<file path="src/rtl/spi_pkg.sv">
// Shared SPI definitions: FSM state encoding and default frame parameters.
// Used by both the SPI master and the SPI target.
package spi_pkg;

  typedef enum logic {
    IDLE   = 1'b0,
    ACTIVE = 1'b1
  } state_t;

  localparam int         SPI_WIDTH       = 8;
  localparam logic [7:0] SPI_IDLE_BYTE   = 8'hFF;
  localparam int         SPI_SYNC_STAGES = 2;

endpackage

</file>
<file path="src/rtl/spi_sync_edge.sv">
// Multi-flop synchronizer for an asynchronous input, with single-cycle
// rise/fall pulses derived from the synchronized level and one delay flop.
module spi_sync_edge #(
  parameter int STAGES = 2
) (
  input  logic clock_in,
  input  logic reset,
  input  logic din,
  output logic rise,
  output logic fall
);

  logic [STAGES-1:0] sync_reg;
  logic [STAGES-1:0] sync_next;
  logic              prev_reg;

  // Each stage takes the previous stage; stage 0 takes the raw pin.
  generate
    for (genvar gi = 0; gi < STAGES; gi++) begin : g_chain
      if (gi == 0) begin : g_first
        assign sync_next[gi] = din;
      end else begin : g_rest
        assign sync_next[gi] = sync_reg[gi-1];
      end
    end
  endgenerate

  // Synchronizer chain plus one delay flop for edge detection.
  always_ff @(posedge clock_in) begin
    if (reset) begin
      sync_reg <= '0;
      prev_reg <= 1'b0;
    end else begin
      sync_reg <= sync_next;
      prev_reg <= sync_reg[STAGES-1];
    end
  end

  assign rise = sync_reg[STAGES-1] & ~prev_reg;
  assign fall = ~sync_reg[STAGES-1] & prev_reg;

endmodule

</file>
<file path="src/rtl/spi_target.sv">
// SPI target port, mode 0, MSB first, full duplex with multi-byte bursts.
// The CPU loads a TX byte into a holding register and unloads RX bytes;
// the external master's sclk/mosi/ssn are synchronized into clock_in.
module spi_target
  import spi_pkg::*;
#(
  parameter int               WIDTH       = SPI_WIDTH,
  parameter logic [WIDTH-1:0] IDLE_BYTE   = WIDTH'(SPI_IDLE_BYTE),
  parameter int               SYNC_STAGES = SPI_SYNC_STAGES
) (
  input  logic             clock_in,
  input  logic             reset,
  input  logic             load,
  input  logic             unload,
  input  logic [WIDTH-1:0] datain,
  output logic [WIDTH-1:0] dataout,
  output logic             rx_valid,
  output logic             tx_full,
  output logic             overrun,
  output logic             busy,
  input  logic             sclk_in,
  input  logic             mosi_in,
  input  logic             ssn_in,
  output logic             miso,
  output logic             miso_oe
);

  localparam int CW = (WIDTH > 2) ? $clog2(WIDTH) : 1;

  logic sclk_rise;
  logic sclk_fall;
  logic ssn_rise;
  logic ssn_fall;

  spi_sync_edge #(.STAGES(SYNC_STAGES)) u_sclk_sync (
    .clock_in (clock_in),
    .reset    (reset),
    .din      (sclk_in),
    .rise     (sclk_rise),
    .fall     (sclk_fall)
  );

  spi_sync_edge #(.STAGES(SYNC_STAGES)) u_ssn_sync (
    .clock_in (clock_in),
    .reset    (reset),
    .din      (ssn_in),
    .rise     (ssn_rise),
    .fall     (ssn_fall)
  );

  // mosi goes through the same depth as sclk so it lines up with sclk_rise.
  logic [SYNC_STAGES-1:0] mosi_sync_reg;
  logic [SYNC_STAGES-1:0] mosi_sync_next;
  logic                   mosi_s;

  generate
    for (genvar gi = 0; gi < SYNC_STAGES; gi++) begin : g_mosi
      if (gi == 0) begin : g_first
        assign mosi_sync_next[gi] = mosi_in;
      end else begin : g_rest
        assign mosi_sync_next[gi] = mosi_sync_reg[gi-1];
      end
    end
  endgenerate

  // Plain synchronizer chain for mosi.
  always_ff @(posedge clock_in) begin
    if (reset) begin
      mosi_sync_reg <= '0;
    end else begin
      mosi_sync_reg <= mosi_sync_next;
    end
  end

  assign mosi_s = mosi_sync_reg[SYNC_STAGES-1];

  state_t           state_reg;
  logic [CW-1:0]    bit_cnt_reg;
  logic [WIDTH-1:0] shift_reg;
  logic [WIDTH-2:0] rx_shift_reg;
  logic [WIDTH-1:0] tx_hold_reg;

  logic             in_frame;
  logic             reload_now;
  logic             frame_done;
  logic [WIDTH-1:0] reload_byte;
  logic [WIDTH-1:0] rx_word;

  // ssn deselect takes priority over any sclk edge in the same cycle.
  assign in_frame    = (state_reg == ACTIVE) && !ssn_rise;
  assign reload_now  = ((state_reg == IDLE) && ssn_fall) ||
                       (in_frame && sclk_fall && (bit_cnt_reg == '0));
  assign frame_done  = in_frame && sclk_rise && (bit_cnt_reg == CW'(WIDTH-1));
  assign reload_byte = tx_full ? tx_hold_reg : IDLE_BYTE;
  assign rx_word     = {rx_shift_reg, mosi_s};

  // FSM, shifters, TX holding register and status flags.
  always_ff @(posedge clock_in) begin
    if (reset) begin
      state_reg    <= IDLE;
      bit_cnt_reg  <= '0;
      shift_reg    <= '0;
      rx_shift_reg <= '0;
      tx_hold_reg  <= '0;
      tx_full      <= 1'b0;
      dataout      <= '0;
      rx_valid     <= 1'b0;
      overrun      <= 1'b0;
      busy         <= 1'b0;
    end else begin
      // A reload empties the holding register; a simultaneous load refills it.
      if (reload_now) begin
        tx_full <= load;
        if (load) begin
          tx_hold_reg <= datain;
        end
      end else if (load && !tx_full) begin
        tx_hold_reg <= datain;
        tx_full     <= 1'b1;
      end

      // Completion wins over unload: the new byte stays marked unread.
      if (frame_done) begin
        dataout  <= rx_word;
        rx_valid <= 1'b1;
        if (rx_valid && !unload) begin
          overrun <= 1'b1;
        end
      end else if (unload) begin
        rx_valid <= 1'b0;
        overrun  <= 1'b0;
      end

      case (state_reg)
        IDLE: begin
          if (ssn_fall) begin
            state_reg   <= ACTIVE;
            busy        <= 1'b1;
            shift_reg   <= reload_byte;
            bit_cnt_reg <= '0;
          end
        end
        ACTIVE: begin
          if (ssn_rise) begin
            state_reg   <= IDLE;
            busy        <= 1'b0;
            bit_cnt_reg <= '0;
          end else if (sclk_rise) begin
            rx_shift_reg <= rx_word[WIDTH-2:0];
            if (bit_cnt_reg == CW'(WIDTH-1)) begin
              bit_cnt_reg <= '0;
            end else begin
              bit_cnt_reg <= bit_cnt_reg + CW'(1);
            end
          end else if (sclk_fall) begin
            if (bit_cnt_reg != '0) begin
              shift_reg <= {shift_reg[WIDTH-2:0], 1'b0};
            end else begin
              shift_reg <= reload_byte;
            end
          end
        end
        default: begin
          state_reg <= IDLE;
          busy      <= 1'b0;
        end
      endcase
    end
  end

  assign miso    = busy & shift_reg[WIDTH-1];
  assign miso_oe = busy;

endmodule

</file>
<file path="config.mk">
export PLATFORM = sky130hd
export DESIGN_NAME = spi_target
export DESIGN_NICKNAME = d
export VERILOG_FILES = /design/src/rtl/spi_pkg.sv /design/src/rtl/spi_sync_edge.sv /design/src/rtl/spi_target.sv
export SDC_FILE = /design/constraint.sdc
export NUM_CORES = 1
export LEC_CHECK = 0
export ABC_AREA = 1
export CAP_MARGIN = 20
export CORE_ASPECT_RATIO = 1.5
export CORE_MARGIN = 4
export CORE_UTILIZATION = 30
export CTS_BUF_LIST = sky130_fd_sc_hd__clkbuf_4
export DETAILED_ROUTE_END_ITERATION = 16
export SLEW_MARGIN = 20
export SYNTH_ARGS = -nofsm -noshare
export SYNTH_HDL_FRONTEND = slang
export SYNTH_SLANG_ARGS = --single-unit
</file>
<file path="constraint.sdc">
create_clock -name clock_in -period 3.2 [get_ports clock_in]
set_input_delay 0.48 -clock clock_in [delete_from_list [all_inputs] [get_ports clock_in]]
set_output_delay 0.48 -clock clock_in [all_outputs]
set_load 0.1 [all_outputs]
</file>
Word level (Yosys, flattened, before mapping). Index checks and enable logic that the tools add are counted.

ROM bits: 0. Bits in latches: 0. Logic and storage cells: 85. Output and inout port bits: 14. Flip-flop bits (word level): 47. Bits in writable memories: 0. Bits of input ports: 15. Memories: 0.

Add/subtract/negate cells: 1. Order comparisons: 0. Reductions and logical operators: 22. Multiplexer cells: 27. Bitwise logic cells: 11. Equal/unequal tests: 9. Shift-type cells: 0. $mul: 0. Divide/modulo/power cells: 0.

Operators by type and width (number): $mux 8 (9); $pmux 8 s2 (1); $mux 3 (4); $ne 2x2->1 const B (6); $mux 1 (10); $logic_and 1x1->1 (8); $reduce_and 2->1 (4); $not 1->1 (6); $pmux 3 s2 (1); $and 1x1->1 (5); $pmux 1 s2 (2); $reduce_and 4->1 (1); $reduce_bool 2->1 (2); $add 3x1->3 const B (1); $eq 3x3->1 const B (1); $logic_not 1->1 (3); $logic_not 3->1 (1); $ne 3x3->1 const B (1); $reduce_and 3->1 (1); $reduce_bool 3->1 (1); $ne 2x1->1 const B (1); $logic_or 1x1->1 (1).

Depth between registers and ports, before layout.
Depth after elaboration: 9. Depth in mapped cells: 10. Gate-level depth less buffers: 9.

Hierarchy. A second synthesis with hierarchy kept.

Cell total of the unflattened synthesis: 277. Area, all modules: 2104.5 sq um.

Modules (own cells, without submodules): spi_target (seq. area each 820.8 sq um, cells each 253, instances 1, area an instance 1916.8 sq um); spi_sync_edge (seq. area each 60.1 sq um, cells each 12, instances 2, area an instance 93.8 sq um).

Worst setup path after synthesis. Ideal clock, no wire load.

Path kind: register to output. Start point: register busy. End point: output miso. Slack: 1032 ps. Stages on the path, launching flop included: 3. Data required time: 2720 ps. Data arrival time: 1688 ps. Path buffers: 0. Path through: dfxtp_1 nand2_1 inv_1.

Longest elaborated chain between the ends: 1.

Ends and longest elaborated chain: from (decl) (RTL line spi_target.sv:20) `output logic busy,`; from (signal assigned) (RTL line spi_target.sv:109) `busy <= 1'b0;`; from (signal assigned) (RTL line spi_target.sv:138) `busy <= 1'b1;`; from (signal assigned) (RTL line spi_target.sv:146) `busy <= 1'b0;`; $and 1x1->1 (RTL line spi_target.sv:171) `assign miso = busy & shift_reg[WIDTH-1];`; to (decl) (RTL line spi_target.sv:24) `output logic miso,`.

Every way passes these cells.

Worst setup path after layout.
Start point: register dataout[0]. End point: output dataout[0].

RTL lines: from (decl) (RTL line spi_target.sv:16) `output logic [WIDTH-1:0] dataout,`; from (signal assigned) (RTL line spi_target.sv:124) `dataout <= rx_word;`.

No word-level cell between the ends.

==> results.ini <==
[power_and_ir_drop]
switching_share=0.2441
p_sw_w=0.0002597
p_int_w=0.0008041
p_per_area_nw_per_um2=456.6
p_comb_frac=0.094
ir_drop_mv=0.2196
power.leakage_nw=0.9981
pwr-share-clk=0.330
p_seq_frac=0.576

[cts]
cts_buffers=5
clkLatencyLatePin_ps=360
clock_path_buffers=2
ctsHoldBuffers=0
post_cts.resized_instances=0
clk_pin_slew_ps=130
cts.sinks=47
clock-root-buffer=clkbuf_4
post_cts.repair.setup_buffers=0
cts_tree=built
ctsHtreeMaxLevel=2

[finish]
n_antenna_cell=0
area_growth_pct=18.45
multi_input_area_um2=792.0
nNetsFinal=312
seqCellArea_um2=940.9
num-fill-cells=675
drive_above_1_share=0.09831

[route]
dr.pass1.iters=4
drcViolationCount=0
via_per_inst=4.407
vias=1626
initialDrtViolationCount=78
wire_per_inst_um=10.35
antenna_left=0
wl_mm=3.818

[sta]
worst_pin_slew_ps=975.0
fmax_ghz=0.4294
period_share=0.7278
clock_skew_ps=15.51
setup_violations=0
rsz0062_at_grt=false
final.setup.tns_ps=0
period_minus_slack_ps=2329
setup_ws_ps=871.1
hold_viol_final=0
drv_slew=0
max_slew_margin=0.3480

[placement]
dp_slack_ps=1152
gp_congestion=0.7800
dp_hpwl_mm=2.694
port_buffers=28

[logic_synthesis]
syn_inst=271
synth.avg_cell_area_um2=7.258
synth_top_area_frac=0.4784
yosysSeqAreaShare=0.4784
netlist_area_um2=1967
ys_ff_latch=47
syn_nets=289
yosys_warnings=0
ys_types=23
yosys-top-cells-area=dfxtp_1, nand2_1, a21oi_1
yosysTopAreaCell=dfxtp_1

[setup_path]
worstPathMaxFanout=2
cp.arrival_ps=1850
worstPathCellList=clkdlybuf4s50_1
required_ps=2720
cpPeakStageDelay_ps=1130
cp_num_cells=1
worst-path-buf-inv=1
crit_family=buffers and inverters
worst_path_max_delay_cell=clkdlybuf4s50_1
worst_setup_path_start_kind=flop
reg2regPathDepth=8
critPathKind=flop to output port
critical_path.endpoint_type=output port

[min_path]
hold_class=flop to flop
hold_depth=2

[grt]
grt_max_degree=28
grt_pass1_wl_mm=6.762
antenna_found_initial=0
track_usage=0.1067
first_global_vias=1589
grt_remaining_overflow=0

[flow_run]
cap_violations=0

[floorplanning]
initial_utilization=0.3141
die_area_um2=7942
die_w_um=74.11
die_y_um=107.2
pin_count=29
std_cell_rows=35
core-area_um2=6262

[outcome]
status=finished clean

[synthesized netlist by cell type (all sizes together)]
master / instances
nand2: 50
dfxtp: 47
inv: 41
nor2: 39
a21oi: 29
nand3: 24
o21ai: 21
clkbuf: 7
buf: 6
ha: 3
a211oi: 1
clkinv: 1
nand4: 1
or2: 1
[cells by family (layout without fill, tap and decap cells)]
| group | count (synthesis) | after routing | share of synthesized area |
|---|---|---|---|
| flops | 47 | 47 | 0.4784 |
| simple gates | 115 | 115 | 0.2526 |
| compound gates | 51 | 51 | 0.1310 |
| fa+ha+maj | 3 | 3 | 0.01909 |
| buf+inv | 55 | 79 | 0.1189 |
[per-stage QoR]
stage	instances	power (W)	hold WS (ps)	cell area, um2	utilization
after floorplan	271	0.0006974	388.3	1967	-
after global placement	361	0.0007256	390.3	2253	0.3598
after detailed placement	361	0.0007276	394.9	2253	0.3598
after CTS	369	0.001079	412.8	2330	0.3720
after global routing	369	0.001118	430.5	2330	0.3720
final	369	0.001064	413.5	2330	0.3720
[worst min-delay path, cell delays in order, from the launching register on]
cell	delay, ps
dfxtp_1	320
inv_1	40
nor2_1	30
[routing by layer]
layer	track usage	routed length, um	up-vias
met2	0.1840	1947	15
met1	0.1234	1705	712
li1	-	-	893
met5	0	0	-
met3	0.02533	88	6
met4	0.04275	77	0
[cells in the final DEF (no fill, tap or decap)]
| cell | count |
|---|---|
| nand3_1 | 23 |
| o21ai_0 | 15 |
| nor2_4 | 1 |
| nor2_2 | 1 |
| inv_2 | 4 |
| or2_2 | 1 |
| dfxtp_1 | 47 |
| a211oi_1 | 1 |
| nand2_2 | 6 |
| clkinv_1 | 2 |
| buf_4 | 8 |
| inv_1 | 37 |
| a21oi_1 | 29 |
| nor2_1 | 37 |
| bufinv_16 | 1 |
| nand2_1 | 44 |
| o21ai_1 | 6 |
| nand3_2 | 1 |
| clkbuf_4 | 5 |
| nand4_1 | 1 |
| clkinv_2 | 1 |
| clkdlybuf4s50_1 | 21 |
| ha_1 | 3 |
[power groups by stage]
stage	Combinational, W	Clock [W]	Sequential [W]
after floorplan	0.0000644	0	0.000633
after detailed placement	0.000101	0	0.000626
final	0.0000999	0.000351	0.000613
after global routing	0.000114	0.000388	0.000616
after global placement	0.0000996	0	0.000626
after CTS	0.000102	0.000364	0.000613
[layout make-up]
type,instances,share of cell area
Clock buffer,5,0.01611
Sequential cell,47,0.4039
Tap cell,74,0.03974
Inverter,42,0.06767
Multi-Input combinational cell,169,0.3400
Timing Repair Buffer,29,0.1160
Clock inverter,3,0.01665
[final timing paths]
check                          from                endpoint  slack (ps)
min reg2reg  u_ssn_sync.sync_reg[0]  u_ssn_sync.sync_reg[1]         410
max                      dataout[0]              dataout[0]         870
max reg2reg          bit_cnt_reg[0]            shift_reg[4]        1420
min          u_ssn_sync.sync_reg[0]  u_ssn_sync.sync_reg[1]         410
Power figures use the tool's default switching activity.
